[src/rtl/otter_mem_pkg.sv]
// Shared types and constants for the OTTER data-memory port logic.
//   mst_e  : identifies which master owns an access (CPU load/store unit or loader/DMA)
//   SZ_*   : access size encodings carried on the MEM_SIZE field
package otter_mem_pkg;

  typedef enum logic {
    MST_CPU = 1'b0,
    MST_LDR = 1'b1
  } mst_e;

  localparam logic [1:0] SZ_B = 2'd0;
  localparam logic [1:0] SZ_H = 2'd1;
  localparam logic [1:0] SZ_W = 2'd2;

endpackage

[src/rtl/otter_dmem_arbiter.sv]
// Arbiter for the data port (port 2) of the OTTER dual-port byte memory.
//   M0 (CPU) has default priority; M1 (loader/DMA) is guaranteed progress by a
//   starvation counter and can take exclusive ownership with M1_LOCK.
// Ports:
//   MEM_CLK, RST                 clock and synchronous active-high reset
//   Mx_REQ/WE/ADDR/DIN/SIZE/SIGN request fields from master x (held until Mx_GNT)
//   Mx_GNT                       combinational accept for this cycle
//   Mx_RVALID, Mx_DOUT           load return, one cycle after the granted load
//   M1_LOCK                      loader ownership: M1 wins every cycle while high
//   MEM_*2, MEM_SIZE, MEM_SIGN   muxed access toward the memory
//   MEM_DOUT2                    memory read data, valid the cycle after MEM_READ2
module otter_dmem_arbiter
  import otter_mem_pkg::*;
#(
  parameter int STARVE_LIMIT = 8
) (
  input  logic        MEM_CLK,
  input  logic        RST,
  input  logic        M0_REQ,
  input  logic        M0_WE,
  input  logic [31:0] M0_ADDR,
  input  logic [31:0] M0_DIN,
  input  logic [1:0]  M0_SIZE,
  input  logic        M0_SIGN,
  output logic        M0_GNT,
  output logic        M0_RVALID,
  output logic [31:0] M0_DOUT,
  input  logic        M1_REQ,
  input  logic        M1_WE,
  input  logic [31:0] M1_ADDR,
  input  logic [31:0] M1_DIN,
  input  logic [1:0]  M1_SIZE,
  input  logic        M1_SIGN,
  output logic        M1_GNT,
  output logic        M1_RVALID,
  output logic [31:0] M1_DOUT,
  input  logic        M1_LOCK,
  output logic [31:0] MEM_ADDR2,
  output logic [31:0] MEM_DIN2,
  output logic        MEM_WRITE2,
  output logic        MEM_READ2,
  output logic [1:0]  MEM_SIZE,
  output logic        MEM_SIGN,
  input  logic [31:0] MEM_DOUT2
);

  localparam int CNT_W = $clog2(STARVE_LIMIT + 1);
  localparam logic [CNT_W-1:0] LIMIT_C = CNT_W'(STARVE_LIMIT);
  localparam logic [CNT_W-1:0] ONE_C   = CNT_W'(1);

  logic [CNT_W-1:0] starve_cnt_q, starve_cnt_d;
  logic             rd_pend_q, rd_pend_d;
  mst_e             rd_owner_q, rd_owner_d;
  logic [31:0]      m0_dout_q, m0_dout_d;
  logic [31:0]      m1_dout_q, m1_dout_d;

  always_comb begin
    M0_GNT       = 1'b0;
    M1_GNT       = 1'b0;
    MEM_ADDR2    = M0_ADDR;
    MEM_DIN2     = M0_DIN;
    MEM_SIZE     = M0_SIZE;
    MEM_SIGN     = M0_SIGN;
    MEM_WRITE2   = 1'b0;
    MEM_READ2    = 1'b0;
    starve_cnt_d = starve_cnt_q;
    rd_pend_d    = 1'b0;
    rd_owner_d   = rd_owner_q;

    // Nothing is granted while in reset, so a request held through reset
    // never reaches the memory and never produces a read return.
    if (!RST) begin
      if (M1_LOCK) begin
        // Lock blocks M0 even when M1 has nothing to do this cycle.
        M1_GNT = M1_REQ;
      end else if ((starve_cnt_q == LIMIT_C) && M1_REQ) begin
        M1_GNT = 1'b1;
      end else if (M0_REQ) begin
        M0_GNT = 1'b1;
      end else if (M1_REQ) begin
        M1_GNT = 1'b1;
      end
    end

    if (M1_GNT) begin
      MEM_ADDR2  = M1_ADDR;
      MEM_DIN2   = M1_DIN;
      MEM_SIZE   = M1_SIZE;
      MEM_SIGN   = M1_SIGN;
      MEM_WRITE2 = M1_WE;
      MEM_READ2  = !M1_WE;
      rd_owner_d = MST_LDR;
    end else if (M0_GNT) begin
      MEM_WRITE2 = M0_WE;
      MEM_READ2  = !M0_WE;
      rd_owner_d = MST_CPU;
    end

    rd_pend_d = MEM_READ2;

    // Counts consecutive denied M1 cycles; once it reaches the limit the
    // next M1 request is forced through, which clears it again.
    if (M1_GNT || !M1_REQ) begin
      starve_cnt_d = '0;
    end else if (starve_cnt_q != LIMIT_C) begin
      starve_cnt_d = starve_cnt_q + ONE_C;
    end

    // Read data is forwarded combinationally in the return cycle and latched
    // so each master's DOUT holds its last load result afterwards.
    M0_RVALID = !RST && rd_pend_q && (rd_owner_q == MST_CPU);
    M1_RVALID = !RST && rd_pend_q && (rd_owner_q == MST_LDR);
    M0_DOUT   = M0_RVALID ? MEM_DOUT2 : m0_dout_q;
    M1_DOUT   = M1_RVALID ? MEM_DOUT2 : m1_dout_q;
    m0_dout_d = M0_DOUT;
    m1_dout_d = M1_DOUT;
  end

  always_ff @(posedge MEM_CLK) begin
    if (RST) begin
      starve_cnt_q <= '0;
      rd_pend_q    <= 1'b0;
      rd_owner_q   <= MST_CPU;
      m0_dout_q    <= '0;
      m1_dout_q    <= '0;
    end else begin
      starve_cnt_q <= starve_cnt_d;
      rd_pend_q    <= rd_pend_d;
      rd_owner_q   <= rd_owner_d;
      m0_dout_q    <= m0_dout_d;
      m1_dout_q    <= m1_dout_d;
    end
  end

endmodule

[config.mk]
export PLATFORM = sky130hd
export DESIGN_NAME = otter_dmem_arbiter
export DESIGN_NICKNAME = d
export VERILOG_FILES = /design/src/rtl/otter_mem_pkg.sv /design/src/rtl/otter_dmem_arbiter.sv
export SDC_FILE = /design/constraint.sdc
export NUM_CORES = 1
export LEC_CHECK = 0
export CORE_AREA = 2 2 122 124
export CTS_CLUSTER_DIAMETER = 200
export DETAILED_ROUTE_END_ITERATION = 12
export DIE_AREA = 0 0 124 126
export PLACE_DENSITY = 0.77
export SETUP_SLACK_MARGIN = 0.5
export SYNTH_ARGS = -nofsm -noshare
export SYNTH_HDL_FRONTEND = slang
export SYNTH_SLANG_ARGS = --single-unit
[constraint.sdc]
create_clock -name MEM_CLK -period 2.25 [get_ports MEM_CLK]
set_input_delay 0.45 -clock MEM_CLK [delete_from_list [all_inputs] [get_ports MEM_CLK]]
set_output_delay 0.45 -clock MEM_CLK [all_outputs]
set_load 0.01 [all_outputs]
* Yosys cells after proc, flatten, opt, wreduce, memory -nomap -nowiden
Index checks and enable logic that the tools add are counted.
** Cells by class
- Add/sub/neg operators :: 1
- Equality and inequality tests :: 2
- Multiplexer cells :: 21
- Bitwise operators :: 1
- Reductions and logical operators :: 11
** Operators with widths (number)
- two-way mux 32 bit :: 4
- two-way mux 1 bit :: 16
- adder 4 x 1 -> 4 bit (second input constant) :: 1
- equality test 4 bit (second input constant) :: 1
- logical AND 1 bit :: 4
- logical NOT 1 bit :: 4
- != test 4 bit (second input constant) :: 1
- two-way mux 2 bit :: 1
- nonzero test 2 bit :: 1
- OR reduction 2 bit :: 1
- logical OR 1 bit :: 1
- NOT 1 bit :: 1
** Word-level totals
- Flip-flop bits (word level) :: 70
- Bits of input ports :: 173
- Output and inout port bits :: 137
- Logic and storage cells :: 41

* Logic depth before layout (Yosys ltp)
Gate-level depths: netlist of the first run.
- Depth in word-level cells :: 7
- Depth in mapped cells :: 7

* Worst setup path after synthesis of the first run
No wires, ideal clock.
- Path kind :: reg-to-output
- Start point :: register starve_cnt_q[0]
- End point :: output MEM_ADDR2[10]
- Arrival :: 1575 ps
- Data required time :: 1800 ps
- Path slack :: 225 ps
- Stages on the path, launching flop included :: 8
- Cell sequence :: dfxtp_1 > inv_1 > ha_1 > and3b_1 > o21ai_4 > buf_6 > buf_8 > mux2_4
** On the way
- Longest elaborated chain between the ends :: 6
** RTL lines
- from (decl) :: RTL line otter_dmem_arbiter.sv:51 : logic [CNT_W-1:0] starve_cnt_q, starve_cnt_d;
- from (signal assigned) :: RTL line otter_dmem_arbiter.sv:127 : starve_cnt_q <= starve_cnt_d;
- equality test 4 bit :: RTL line otter_dmem_arbiter.sv:76 : end else if ((starve_cnt_q == LIMIT_C) && M1_REQ) begin
- logical AND 1 bit :: RTL line otter_dmem_arbiter.sv:76
- two-way mux 1 bit :: RTL line otter_dmem_arbiter.sv:76
- two-way mux 1 bit :: RTL line otter_dmem_arbiter.sv:73 : if (M1_LOCK) begin
- two-way mux 1 bit :: RTL line otter_dmem_arbiter.sv:72 : if (!RST) begin
- two-way mux 32 bit :: RTL line otter_dmem_arbiter.sv:85 : if (M1_GNT) begin
- to (decl) :: RTL line otter_dmem_arbiter.sv:38 : output logic [31:0] MEM_ADDR2,
Every way passes these cells.

* Final worst setup path of the first run
- Start point :: register starve_cnt_q[0]
- End point :: output MEM_DIN2[27]
** On the way
- Longest elaborated chain between the ends :: 6
** RTL lines
- equality test 4 bit :: RTL line otter_dmem_arbiter.sv:76
- logical AND 1 bit :: RTL line otter_dmem_arbiter.sv:76
- two-way mux 1 bit :: RTL line otter_dmem_arbiter.sv:76
- two-way mux 1 bit :: RTL line otter_dmem_arbiter.sv:73
- two-way mux 1 bit :: RTL line otter_dmem_arbiter.sv:72
- two-way mux 32 bit :: RTL line otter_dmem_arbiter.sv:85
- to (decl) :: RTL line otter_dmem_arbiter.sv:39 : output logic [31:0] MEM_DIN2,
Every way passes these cells.

==> results.cfg, run 1 <==
[cells_and_area]
final_common_cell = buf_6
nNetsFinal = 906
design_area_um2 = 9384
multi_input_area_um2 = 2671
areaGrowthSynthToFinish_pct = 143.3
num-fill-cells = 1073
final_cell_mix = buf_6 (187), clkdlybuf4s50_1 (171), mux2_4 (131)
drive_gt1_frac = 0.5707
instances_no_fill = 923
seq_area_um2 = 1409

[global_routing]
gr-total-overflow = 0
antenna_found_initial = 3
track_usage = 0.2226
grt_pass1_vias = 4412
grt_max_degree = 41
grt_pass1_wl_mm = 25.88

[routing]
via_per_inst = 4.391
ant_nets = 0
firstDrtPassIters = 4
wl_per_cell_um = 19.68
routed_wl_mm = 18.16
drc = 0
drt_iter0_drc = 102
vias = 4053

[worst_setup_path]
arrival_ns = 2.16
required_ns = 1.80
cp-end-kind = primary output
worstPathMaxFanout = 7
critPathKind = reg -> out
worstSetupStartpointType = flop

[floorplan]
row_count = 44
dieHeight_um = 126
start_util = 0.2694
die_x_um = 124
io_pins = 310
core_area_um2 = 14310
die_area_um2 = 15620

[synth]
synth_flop_cell = dfxtp_1
synth-seq-cells = 70
synth_xor_area_frac = 0.004543
synthAdderAreaFrac = 0.006489
synth_top_family_by_area = multiplexers
yosysSeqAreaShare = 0.3634
synth-edff-count = 0
synth_compound_area_frac = 0.01557
synth_simple_gate_area_frac = 0.1418
synthArstFlopShare = 0
yosysUniqueCellTypes = 28
synth_nets = 493
ys_warn_count = 0
syn_area_um2 = 3856
syn_avg_cell_area_um2 = 12.13
syn_inst = 318
muxShareOfSynthArea = 0.4195

[sta]
grt_setup_unrepaired = true
tightest_slew_ns = 0.4120
layout_worst_path_cycle_share = 1.161
hold_viol_final = 0
setup_ws_ns = -0.3628
min_period_ns = 2.613
fin_skew_ns = 0.005357
setup_viol = 90
drv_slew = 0
slew_headroom = 0.7253
fmax_ghz = 0.3827

[place]
dp_cells = 822
dp_hpwl_mm = 12.79
gp_congestion = 0.8798
port_buffers = 309
placed_area_um2 = 7343

[clock_network]
clk_pin_slew_ns = 0.05
cts_made_buffers = 9
cts.htree.levels = 3
clk_path_buf_depth = 2
clock-root-buffer = clkbuf_16
cts_tree = yes
holdBufCountCts = 0
cts.sinks = 70
clk_latency_ns = 0.32

[power]
power_leakage_nw = 4.550
vdd_drop_max_v = 0.0003961
swShare = 0.2317
internal_power_mw = 3.139
power.switching_uw = 946.7
power_frac_comb = 0.319
power.density_nw_per_um2 = 435.4
p_seq_frac = 0.311
pwr-share-clk = 0.370

[worst_hold_path]
hp-class = in -> reg

[outcome]
outcome = complete, but fails checks
violations = negative setup slack

[job]
maxCapViolCount = 0
power groups by stage:
| stage | sequential, mW | clock (mW) | combinational (mW) |
|---|---|---|---|
| final | 1.27 | 1.51 | 1.30 |
| after global routing | 1.27 | 1.61 | 1.37 |
| after CTS | 1.27 | 1.55 | 1.25 |
| after detailed placement | 1.30 | 0 | 1.00 |
| after global placement | 1.30 | 0 | 0.998 |
| after floorplan | 1.30 | 0 | 0.356 |
synthesized netlist by cell type, types with 2 or more instances:
| cell | count | share of area |
|---|---|---|
| buf_8 | 2 | 0.0078 |
| ha_1 | 2 | 0.0065 |
| mux2_1 | 19 | 0.055 |
| mux2_4 | 38 | 0.15 |
| mux2_2 | 74 | 0.22 |
| nor2b_1 | 35 | 0.057 |
| buf_6 | 5 | 0.015 |
| and2b_1 | 30 | 0.058 |
| nor2_1 | 5 | 0.0049 |
| nand2b_1 | 2 | 0.0032 |
| o32ai_1 | 3 | 0.0068 |
| clkbuf_1 | 7 | 0.0068 |
| dfxtp_1 | 70 | 0.36 |
| inv_1 | 6 | 0.0058 |
| buf_4 | 7 | 0.014 |
per-stage QoR:
stage,TNS (ns),total power [mW],setup slack [ns],hold WS (ns),utilization
floorplan,0,1.652,0.2466,0.4164,-
global placement,-44.50,2.295,-0.6045,0.4951,0.5130
detailed placement,-45.15,2.302,-0.6075,0.5045,0.5130
CTS,-20.73,4.070,-0.3688,0.4848,0.6292
global route,-27.13,4.254,-0.4370,0.5252,0.6556
finish,-20.82,4.086,-0.3628,0.5129,0.6556
logic make-up (layout without fill, tap and decap cells):
group	count (synthesis)	count (layout)
XOR/XNOR	2	2
adder cells (fa/ha/maj)	2	2
flip-flops	70	70
buffers and inverters	27	445
other	0	3
AO/OA/AOI/OAI	7	7
AND/OR/NAND/NOR	79	79
multiplexers	131	131
per-layer routing:
layer | global-route usage | vias up | wire (um)
met4 | 0.06609 | 0 | 359
li1 | - | 1930 | -
met3 | 0.07246 | 17 | 1339
met5 | 0 | - | 0
met2 | 0.3882 | 162 | 9482
met1 | 0.2569 | 1944 | 6980
flip-flops by register name (all words and copies together), names as in the netlist:
signal and cells:
m0_dout_q 32, m1_dout_q 32, rd_pend_q 1, starve_cnt_q 4, rd_owner_q 1
layout make-up:
class,count,share of cell area
Clock buffer,10,0.02547
Tap cell,184,0.02453
Clock inverter,6,0.008933
Antenna cell,3,0.0008000
Multi-Input combinational cell,221,0.2847
Timing Repair Buffer,423,0.5025
Inverter,6,0.002933
Sequential cell,70,0.1501
what timing repair did:
action                                  4_1_cts  5_1_grt
buffers inserted                             47       27
pin swaps                                     4        5
gates resized for setup                     860       32
endpoints found under the setup margin      137      141
gates cloned                                  8        0
worst paths after layout:
check	from	end	slack [ns]	cells after the start
worst max register to register	rd_owner_q	m0_dout_q[21]	0.42	9
worst min-delay path	RST	rd_owner_q	0.51	3
worst max-delay path	starve_cnt_q[0]	MEM_DIN2[27]	-0.36	10
worst min register to register	starve_cnt_q[0]	starve_cnt_q[0]	0.52	2
critical path, cell delays in order (launching register included):
cell,delay [ns]
dfxtp_2,0.33
inv_2,0.04
ha_4,0.14
and3b_2,0.22
o21ai_4,0.18
buf_6,0.13
buf_12,0.09
buf_16,0.13
buf_8,0.13
mux2_4,0.32
buf_6,0.13
(Power assumes the default switching activity.)
==> run 2: changes to the inputs <==
- SKIP_LAST_GASP: unset -> 1
==> run 2 against run 1 <==
  * Critical path depth stayed put
  * Critical endpoint unchanged
  * Combinational power hardly changed
  * Global-route usage down 0.34 points
  * Power is 0.29% lower
  * The run still ends with negative setup slack left
  * Core utilization down 0.45 points
  * Count of clock-buffer cells in the layout stayed put
==> results.cfg, run 2 (synthesis gave the netlist of run 1 again) <==
[global_routing]
track_usage = 0.2192
grt_pass1_wl_mm = 25.47
gr-total-overflow = 0
antenna_found_initial = 3
grt_max_degree = 41
grt_pass1_vias = 4438

[floorplan]
io_pins = 310
core_area_um2 = 14310
die_area_um2 = 15620
row_count = 44
die_x_um = 124
start_util = 0.2694
dieHeight_um = 126

[worst_hold_path]
min_to = rd_owner_q
whs_path_depth = 3
hp-class = in -> reg
hp-start = RST

[power]
total_power_mw = 4.074
power_leakage_nw = 4.507
power.density_nw_per_um2 = 437.2
vdd_drop_max_v = 0.0003809

[sta]
slew_headroom = 0.7358
setup_viol = 88
tightest_slew_ns = 0.3963
fin_skew_ns = 0.003641
totalNegativeSetupSlack_ns = -20.47
layout_worst_path_cycle_share = 1.161
hold_slack_ns = 0.5133
setup_ws_ns = -0.3631
min_period_ns = 2.613
hold_viol_final = 0
drv_slew = 0
grt_setup_unrepaired = true
fmax_ghz = 0.3827

[routing]
ant_nets = 0
routed_wl_mm = 18.01
wl_per_cell_um = 19.57
drt_iter0_drc = 87
firstDrtPassIters = 4
drc = 0
vias = 4044
via_per_inst = 4.396

[clock_network]
cts_tree = yes
clock-root-buffer = clkbuf_16
cts.sinks = 70
clk_latency_ns = 0.32
cts.htree.levels = 3
clk_path_buf_depth = 2
clk_pin_slew_ns = 0.05
cts_made_buffers = 9

[cells_and_area]
final_util = 0.6510
final_cell_mix = buf_6 (185), clkdlybuf4s50_1 (171), mux2_4 (125)
nNetsFinal = 903
final_common_cell = buf_6
areaGrowthSynthToFinish_pct = 141.7
drive_gt1_frac = 0.5689
num-fill-cells = 1074
reg_top3 = m0_dout_q x32, m1_dout_q x32, starve_cnt_q x4
instances_no_fill = 920

[outcome]
violations = negative setup slack
outcome = complete, but fails checks

[worst_setup_path]
reg2reg_setup_slack_ns = 0.47
arrival_ns = 2.16
worstPathMaxFanout = 7
critPathKind = reg -> out
cp-startpoint = starve_cnt_q[0]
r2r-end = m0_dout_q[10]
rr_startpoint = rd_owner_q
worstSetupStartpointType = flop
cp-end-kind = primary output
r2r_cells = 9
required_ns = 1.80

[place]
dp_cells = 822
dp_hpwl_mm = 12.79
port_buffers = 309
gp_congestion = 0.8798

[job]
maxCapViolCount = 0
-- run 2: cell types whose count changed in the layout (fill, tap and decap cells not counted), sizes merged --
cell	before	now
buf	252	249
-- run 2: worst max path at each step --
stage                               end  slack (ns)  cells after the start
after floorplan           MEM_ADDR2[10]        0.25                      7
after global placement    MEM_ADDR2[21]       -0.60                      7
after detailed placement  MEM_ADDR2[27]       -0.61                      7
after CTS                  MEM_DIN2[27]       -0.37                     10
after global routing       MEM_DIN2[26]       -0.44                     10
final                      MEM_DIN2[27]       -0.36                     10
-- run 2: where the power goes --
part           internal (mW)  switching [mW]
Clock                  0.997           0.514
Combinational          0.871           0.421
Sequential              1.26         0.00844
Total                   3.13           0.943
-- run 2: critical path, stage by stage (launching register included) --
cell and delay, ns:
dfxtp_2 0.33, inv_2 0.04, ha_4 0.14, and3b_2 0.22, o21ai_4 0.18, buf_6 0.13, buf_12 0.09, buf_16 0.13
buf_8 0.12, mux2_4 0.32, buf_6 0.13
-- run 2: area by class of cell --
cell class	count	area (um2)	area share
antenna	3	7.507	0.0008056
clock buffer	10	239.0	0.02564
clock inverter	6	83.83	0.008996
inverter	6	27.53	0.002954
multi-input combinational	221	2649	0.2842
sequential	70	1409	0.1512
tap	184	230.2	0.02470
timing repair buffer	420	4673	0.5015
-- run 2: per-layer routing --
layer	part of all wire	GRT usage	vias up
li1	-	-	1925
met5	0	0	-
met3	0.079	0.07382	14
met2	0.53	0.3827	169
met4	0.014	0.06808	0
met1	0.38	0.2498	1936
-- run 2: repair_timing --
item	CTS	global route
pin swaps	4	5
buffers inserted	47	24
cloned	8	0
resized for setup	811	76
setup endpoints to repair	137	142
hold buffers	0	0
-- run 2: stage by stage --
stage / cell area (um2) / setup slack [ns]
6_report: 9319 / -0.3631
5_1_grt: 9319 / -0.4396
4_1_cts: 8805 / -0.3688
3_5_place_dp: 7343 / -0.6075
3_3_place_gp: 7343 / -0.6045
2_1_floorplan: 3904 / 0.2466
==> run 3: changes to the inputs <==
- REMOVE_ABC_BUFFERS: unset -> 1
==> run 3 against run 2 <==
  * The run still ends with negative setup slack left
  * Setup slack got worse by 0.11 ns
  * Power decreased by 5.7%
  * Count of clock-buffer cells in the layout unchanged
  * Routed wire length grew 7.5%
  * Die area unchanged
  * Critical path type unchanged
  * Critical endpoint is now MEM_ADDR2[28]
==> results.cfg, run 3 (synthesis gave the netlist of run 1 again) <==
[clock_network]
cts_tree = yes
cts_made_buffers = 9
holdBufCountCts = 0
clk_latency_ns = 0.34
cts.sinks = 70
clk_path_buf_depth = 2
cts.htree.levels = 3
clock-root-buffer = clkbuf_16
clk_pin_slew_ns = 0.06

[sta]
setup_ws_ns = -0.4762
drv_slew = 0
hold_slack_ns = 0.4466
fmax_ghz = 0.3668
layout_worst_path_cycle_share = 1.212
grt_setup_unrepaired = true
setup_viol = 106
hold_viol_final = 0
fin_skew_ns = 0.005159
tightest_slew_ns = 0.6057
slew_headroom = 0.5962
min_period_ns = 2.726

[power]
vdd_drop_max_v = 0.0002565
internal_power_mw = 2.865
total_power_mw = 3.841
p_seq_frac = 0.331
power_leakage_nw = 4.438
swShare = 0.2542
power.switching_uw = 976.1
power_frac_comb = 0.321
pwr-share-clk = 0.348
power.density_nw_per_um2 = 424.5

[outcome]
violations = negative setup slack
outcome = complete, but fails checks

[global_routing]
antenna_found_initial = 4
grt_pass1_vias = 4297
top_usage_layer = met2
track_usage = 0.2300
grtUsageMet3 = 0.08469
grt_max_degree = 65
grt_util_met2 = 0.4160
grt_pass1_wl_mm = 25.79
gr-total-overflow = 0
use_met1 = 0.2500

[floorplan]
io_pins = 310
row_count = 44
die_x_um = 124
start_util = 0.2694
die_area_um2 = 15620
core_area_um2 = 14310
dieHeight_um = 126

[cells_and_area]
nNetsFinal = 896
drive_gt1_frac = 0.5331
reg_top3 = m0_dout_q x32, m1_dout_q x32, starve_cnt_q x4
final_common_cell = clkdlybuf4s50_1
num-fill-cells = 1098
areaGrowthSynthToFinish_pct = 134.7
final_util = 0.6322
final_cell_mix = clkdlybuf4s50_1 (171), buf_6 (148), mux2_4 (104)

[worst_setup_path]
critPathKind = reg -> out
worstSetupStartpointType = flop
arrival_ns = 2.28
required_ns = 1.80
worstPathMaxFanout = 4
cp-end-kind = primary output

[routing]
routed_wl_mm = 19.35
via_per_inst = 4.405
drc = 0
wl_per_cell_um = 21.19
drt_iter0_drc = 106
firstDrtPassIters = 4
vias = 4022
ant_nets = 0

[place]
dp_hpwl_mm = 14.16
gp_congestion = 1.046
port_buffers = 309

[job]
maxCapViolCount = 0

[worst_hold_path]
hp-class = in -> reg
run 3: cell count changes in the layout (fill, tap and decap cells not counted), moves of 3 or more:
cell            previous run  this run
buf_6                    185       148
dlymetal6s2s_1             0        23
mux2_2                     6        27
mux2_4                   125       104
clkbuf_2                   0         8
buf_16                     9         5
buf_4                     28        32
clkinvlp_4                 0         3
run 3: per-layer routing:
| metal | vias up | part of all wire |
|---|---|---|
| met4 | 2 | 0.013 |
| met2 | 180 | 0.53 |
| met1 | 1923 | 0.37 |
| met5 | - | 0.00083 |
| met3 | 17 | 0.086 |
| li1 | 1900 | - |
run 3: final timing paths:
kind                                      start              end  slack, ns  cells after the start
worst min register to register  starve_cnt_q[0]  starve_cnt_q[0]       0.52                      2
worst max register to register       rd_owner_q     m1_dout_q[3]       0.48                      9
worst min-delay path                        RST       rd_owner_q       0.45                      3
worst max-delay path            starve_cnt_q[1]    MEM_ADDR2[28]      -0.48                     11
run 3: cell type report:
| cell class | count | area (um2) | area share |
|---|---|---|---|
| diodes | 3 | 7.507 | 0.0008296 |
| flip-flops and latches | 70 | 1409 | 0.1557 |
| clock inverters | 6 | 45.04 | 0.004978 |
| well taps | 184 | 230.2 | 0.02544 |
| inverters | 6 | 22.52 | 0.002489 |
| repair buffers | 413 | 4514 | 0.4989 |
| clock buffers | 10 | 239.0 | 0.02641 |
| multi-input cells | 221 | 2581 | 0.2853 |
run 3: per-stage QoR:
stage	cells	setup TNS, ns	setup WS [ns]	instance area (um2)
2_1_floorplan	297	-59.58	-0.7344	3691
3_3_place_gp	817	-50.31	-0.6825	7300
3_5_place_dp	817	-51.48	-0.6845	7300
4_1_cts	884	-36.21	-0.6564	8230
5_1_grt	912	-32.91	-0.5252	9046
6_report	913	-27.64	-0.4762	9049
run 3: power groups by stage:
stage	Clock [mW]	Combinational, mW	Sequential, mW
2_1_floorplan	0	0.319	1.30
3_3_place_gp	0	1.01	1.29
3_5_place_dp	0	1.02	1.30
4_1_cts	1.37	1.09	1.27
5_1_grt	1.41	1.29	1.27
6_report	1.34	1.23	1.27
run 3: timing repair:
| action | CTS | global route |
|---|---|---|
| pin swaps | 5 | 5 |
| endpoints found under the hold margin | 0 | 0 |
| resized for setup | 500 | 280 |
| gates cloned | 6 | 0 |
| endpoints found under the setup margin | 137 | 147 |
| buffers inserted | 45 | 26 |
run 3: worst max-delay path, stage by stage, from the launching register on:
cell and delay, ns:
dfxtp_2 0.33, inv_2 0.03, ha_2 0.16, and3b_2 0.23, o21ai_4 0.24, buf_12 0.16
buf_6 0.09, buf_6 0.08, buf_6 0.09, buf_6 0.10, mux2_4 0.29, buf_6 0.12
